`src/rtl/bin2bcd_pkg.sv`:
```
// Shared definitions for the sequential binary-to-BCD converter.
// Latency: n/a (types and constant functions only).
// Backpressure: n/a.
package bin2bcd_pkg;

  // Converter control states.
  typedef enum logic [1:0] {
    ST_IDLE  = 2'd0,
    ST_SHIFT = 2'd1,
    ST_DONE  = 2'd2
  } state_e;

  // Number of decimal digits needed to represent 2**bin_w - 1.
  function automatic int min_digits(input int bin_w);
    longint unsigned v;
    int              n;
    v = (64'd1 << bin_w) - 64'd1;
    n = 1;
    while (v >= 64'd10) begin
      v = v / 64'd10;
      n = n + 1;
    end
    return n;
  endfunction

endpackage

```
`src/rtl/bin2bcd_digit_adj.sv`:
```
// Double-dabble digit correction: adds 3 to a BCD digit that is 5 or more.
// Latency: combinational. Backpressure: n/a.
// Ports: digit_i - accumulator digit before the shift; digit_o - corrected digit.
module bin2bcd_digit_adj (
  input  logic [3:0] digit_i,
  output logic [3:0] digit_o
);

  assign digit_o = (digit_i >= 4'd5) ? digit_i + 4'd3 : digit_i;

endmodule

```
`src/rtl/bin2bcd_seq.sv`:
```
// Sequential double-dabble binary-to-BCD converter, one bit per cycle.
// Latency: out_valid rises BIN_W edges after the accepting edge; BIN_W+2 cycle request spacing.
// Backpressure: result held in DONE until out_ready; in_ready only while IDLE.
// Ports: clk/reset_n (async active-low); in_valid/in_ready/bin request side;
//        out_valid/out_ready/bcd/overflow result side (digit 0 in bcd[3:0]).
module bin2bcd_seq
  import bin2bcd_pkg::*;
#(
  parameter int BIN_W  = 8,
  parameter int DIGITS = 3
) (
  input  logic                  clk,
  input  logic                  reset_n,
  input  logic                  in_valid,
  output logic                  in_ready,
  input  logic [BIN_W-1:0]      bin,
  output logic                  out_valid,
  input  logic                  out_ready,
  output logic [4*DIGITS-1:0]   bcd,
  output logic                  overflow
);

  localparam int CNT_W      = $clog2(BIN_W + 1);
  localparam int ACC_W      = 4 * DIGITS;
  localparam int MIN_DIGITS = min_digits(BIN_W);
  // When enough digits are configured no 1 can ever leave the top digit,
  // so the overflow path is tied off at elaboration.
  localparam bit CAN_OVF    = (DIGITS < MIN_DIGITS);

  state_e             state_q, state_d;
  logic [ACC_W-1:0]   acc_q, acc_d, acc_adj;
  logic [BIN_W-1:0]   opnd_q, opnd_d;
  logic [CNT_W-1:0]   cnt_q, cnt_d;
  logic               ovf_q, ovf_d;

  for (genvar g = 0; g < DIGITS; g++) begin : g_adj
    bin2bcd_digit_adj u_adj (
      .digit_i (acc_q[4*g +: 4]),
      .digit_o (acc_adj[4*g +: 4])
    );
  end

  always_comb begin
    state_d   = state_q;
    acc_d     = acc_q;
    opnd_d    = opnd_q;
    cnt_d     = cnt_q;
    ovf_d     = ovf_q;
    in_ready  = 1'b0;
    out_valid = 1'b0;
    unique case (state_q)
      ST_IDLE: begin
        in_ready = 1'b1;
        if (in_valid) begin
          opnd_d  = bin;
          acc_d   = '0;
          ovf_d   = 1'b0;
          cnt_d   = CNT_W'(BIN_W);
          state_d = ST_SHIFT;
        end
      end
      ST_SHIFT: begin
        // Shift {corrected accumulator, operand} left by one; the bit that
        // falls off the top digit is lost and marks the result as truncated.
        acc_d  = {acc_adj[ACC_W-2:0], opnd_q[BIN_W-1]};
        opnd_d = {opnd_q[BIN_W-2:0], 1'b0};
        ovf_d  = ovf_q | (acc_adj[ACC_W-1] & CAN_OVF);
        cnt_d  = cnt_q - CNT_W'(1);
        if (cnt_q == CNT_W'(1)) begin
          state_d = ST_DONE;
        end
      end
      ST_DONE: begin
        out_valid = 1'b1;
        if (out_ready) begin
          state_d = ST_IDLE;
        end
      end
      default: state_d = ST_IDLE;
    endcase
  end

  always_ff @(posedge clk or negedge reset_n) begin
    if (!reset_n) begin
      state_q <= ST_IDLE;
      acc_q   <= '0;
      opnd_q  <= '0;
      cnt_q   <= '0;
      ovf_q   <= 1'b0;
    end else begin
      state_q <= state_d;
      acc_q   <= acc_d;
      opnd_q  <= opnd_d;
      cnt_q   <= cnt_d;
      ovf_q   <= ovf_d;
    end
  end

  assign bcd      = acc_q;
  assign overflow = ovf_q;

endmodule

```
`config.mk`:
```
export PLATFORM = sky130hd
export DESIGN_NAME = bin2bcd_seq
export DESIGN_NICKNAME = d
export VERILOG_FILES = /design/src/rtl/bin2bcd_pkg.sv /design/src/rtl/bin2bcd_digit_adj.sv /design/src/rtl/bin2bcd_seq.sv
export SDC_FILE = /design/constraint.sdc
export NUM_CORES = 1
export LEC_CHECK = 0
export CORE_MARGIN = 4
export CORE_UTILIZATION = 49
export CTS_CLUSTER_DIAMETER = 40
export DETAILED_ROUTE_END_ITERATION = 7
export HOLD_SLACK_MARGIN = 0.02
export PLACE_DENSITY = 0.76
export SYNTH_ARGS = -nofsm -noshare
export SYNTH_HDL_FRONTEND = slang
export SYNTH_SLANG_ARGS = --single-unit
```
`constraint.sdc`:
```
create_clock -name clk -period 3.7 [get_ports clk]
set_clock_uncertainty 0.05 [all_clocks]
set_input_delay 0.925 -clock clk [delete_from_list [all_inputs] [get_ports clk]]
set_output_delay 0.925 -clock clk [all_outputs]
set_load 0.005 [all_outputs]
```
==> results.cfg <==
[outcome]
outcome = finished clean

[critical_path]
rr_startpoint = state_q[0]$_DFFE_PN0P_
reg2reg_depth = 3
critPathKind = register to output pin
cp-end-kind = output pin
worstPathArrival_ns = 1.80
critPathRequiredTime_ns = 2.72
crit_fanout = 17
reg2reg_slack_ns = 1.95
r2r_end = bcd[10]$_DFFE_PN0P_
worstSetupStartpointType = register

[placed_design]
hpwl_um = 2190
portBuffers = 25
dpl_cell_area_um2 = 1740
gp_congestion = 0.872

[timing]
hold_viol = 0
rsz0062_at_grt = false
final.setup.tns_ns = 0
min_period_ns = 2.78
fmax_mhz = 360
maxSlewViolCount = 0
worstMarginPinSlew_ns = 0.568
finalCritPeriodShare_pct = 75.0
setup_viol = 0
slew_headroom_pct = 62.1

[min_path]
holdCritStartpoint = opnd_q[0]$_DFFE_PN0P_
hold_class = register to register
holdPathStages = 2
whs_endpoint = opnd_q[0]$_DFFE_PN0P_

[power_and_ir_drop]
switchingPower_w = 0.000584
power_density_nw_per_um2 = 822
p_int_w = 0.000892
p_sw_share_pct = 39.6
p_leak_nw = 0.776
share_comb_of_total_power_pct = 50.0
p_seq_share_pct = 36.6
clock_power_share_pct = 13.4
ir_drop_mv = 0.471

[floorplan]
rows = 19
start_util_pct = 52.9
die_h_um = 63.5
die-area_um2 = 4030
io-pin-count = 27
die_w_um = 63.5
core_um2 = 2850

[finish]
diodes = 0
drive_gt1_share_pct = 4.55
design_area_um2 = 1800
syn_to_final_growth_pct = 19.0
fin_nets = 197

[synth]
synth_largest_area_cell = dfrtp_1
ys_warn_count = 0
yosys.area.top_type_share_pct = 43.1
async_flop_share_pct = 100
synth_area_per_cell_um2 = 9.74
syn_inst = 155
synth_top_cells_by_area = dfrtp_1, ha_1, nor2b_1, inv_1, o21ai_0
ys_types = 32
synthesis.nets = 175
ys_seq_elements = 26
synth_seq_area_share_pct = 43.1
synth_edf_count = 0
synth.most_common_cell = dfrtp_1
synth_flop_cell = dfrtp_1
synth.cell_area_um2 = 1510
synth_common_cells = dfrtp_1, inv_1, nor2b_1, o21ai_0

[grt]
grt_overflow = 0
grtUsageTotal_pct = 17.1
grt_max_degree = 27
grt_pass1_vias = 1285
grt_antenna_before_repair = 0
grt_pass1_wl_um = 5730

[cts]
ctsHoldBuffers = 0
cts_inserted_buffers = 3
clk_pin_slew_ns = 0.13
cts_tree = yes
htreeDepth = 1
cts_buffer_depth = 2
clock-root-buffer = clkbuf_4
postCtsResizedCells = 0
post-cts-setup-buffer-count = 0
clock_sinks = 26
clk_latency_ns = 0.33

[detailed_routing]
wl_um = 3160
drtPass1Iterations = 4
postRouteAntennaNets = 0
dr_total_vias = 1229
vias_per_cell = 5.94
routedWlPerCell_um = 15.3
drc = 0
drt_iter0_markers = 86

[job]
maxCapViolations = 0
[placed cells by master (no fill, tap or decap), drive strengths merged]
master and instances:
dfrtp 26, clkdlybuf4s50 25, inv 17, nor2b 14, o21ai 12, a21oi 9, nand2 9, ha 8
a22oi 7, o2111ai 6, nand2b 5, a32o 4, nor2 3, o21a 3, o221ai 3, o31ai 3
o211ai 3, clkbuf 3, mux2i 2, xnor2 2, o32ai 2, o22ai 2, nor3 1, o21ba 1
o21bai 1, and2b 1, a31oi 1, conb 1, bufinv 1, buf 1
[cells by family (layout without fill, tap and decap cells)]
group	after synthesis	after routing	synth area share, %
compound gates	57	57	26.8
fa+ha+maj	8	8	6.63
xor+xnor	2	2	1.16
other cells	1	1	0.249
mux	2	2	1.33
buf+inv	26	47	8.37
simple gates	33	33	12.4
flops	26	26	43.1
[power by group through the flow]
stage | sequential (W) | clock [W] | combinational [W]
floorplan | 0.000504 | 0 | 0.000537
global placement | 0.000539 | 0 | 0.000706
detailed placement | 0.000544 | 0 | 0.000737
CTS | 0.000539 | 0.000201 | 0.000741
global route | 0.000563 | 0.000213 | 0.000833
finish | 0.000541 | 0.000197 | 0.000738
[how the worst max path moves through the flow]
stage,from,endpoint,slack (ns),cells after the start
after floorplan,in_valid,bcd[7]$_DFFE_PN0P_,1.93,5
after global placement,in_valid,opnd_q[7]$_DFFE_PN0P_,1.19,4
after detailed placement,in_valid,opnd_q[1]$_DFFE_PN0P_,1.11,4
after CTS,state_q[1]$_DFFE_PN0P_,out_valid,0.93,2
after global routing,state_q[1]$_DFFE_PN0P_,out_valid,0.84,2
final,state_q[1]$_DFFE_PN0P_,out_valid,0.92,2
[per-stage QoR]
stage | setup WS [ns] | util, % | hold slack, ns | instances | power, W
after floorplan | 1.93 | - | 0.414 | 155 | 0.00104
after global placement | 1.19 | 61.1 | 0.445 | 203 | 0.00124
after detailed placement | 1.11 | 61.1 | 0.447 | 203 | 0.00128
after CTS | 0.927 | 62.9 | 0.478 | 207 | 0.00148
after global routing | 0.836 | 62.9 | 0.522 | 207 | 0.00161
final | 0.923 | 62.9 | 0.474 | 207 | 0.00148
[layout make-up]
class	count	area, um^2
Clock buffer	3	22.5
Clock inverter	1	30.0
Fill cell	246	1060
Inverter	17	63.8
Multi-Input combinational cell	103	732
Sequential cell	26	651
Tap cell	31	38.8
Timing Repair Buffer	26	258
[critical path, cell delays in order (launching register included)]
cell             delay [ns]
dfrtp_1                0.73
nor2b_1                0.23
clkdlybuf4s50_1        0.52
[routing by layer]
metal | part of all wire (%) | vias to the layer above | global-route usage [%]
met4 | 1.3 | 0 | 5.66
met1 | 49 | 599 | 21.5
met5 | 0 | - | 0
li1 | - | 593 | -
met2 | 45 | 31 | 29.5
met3 | 4.8 | 6 | 3.20
[registers in the layout (all words and copies together), names as in the netlist]
register and flops:
state_q 2, opnd_q 8, cnt_q 4, bcd 12
(Power assumes the default switching activity.)
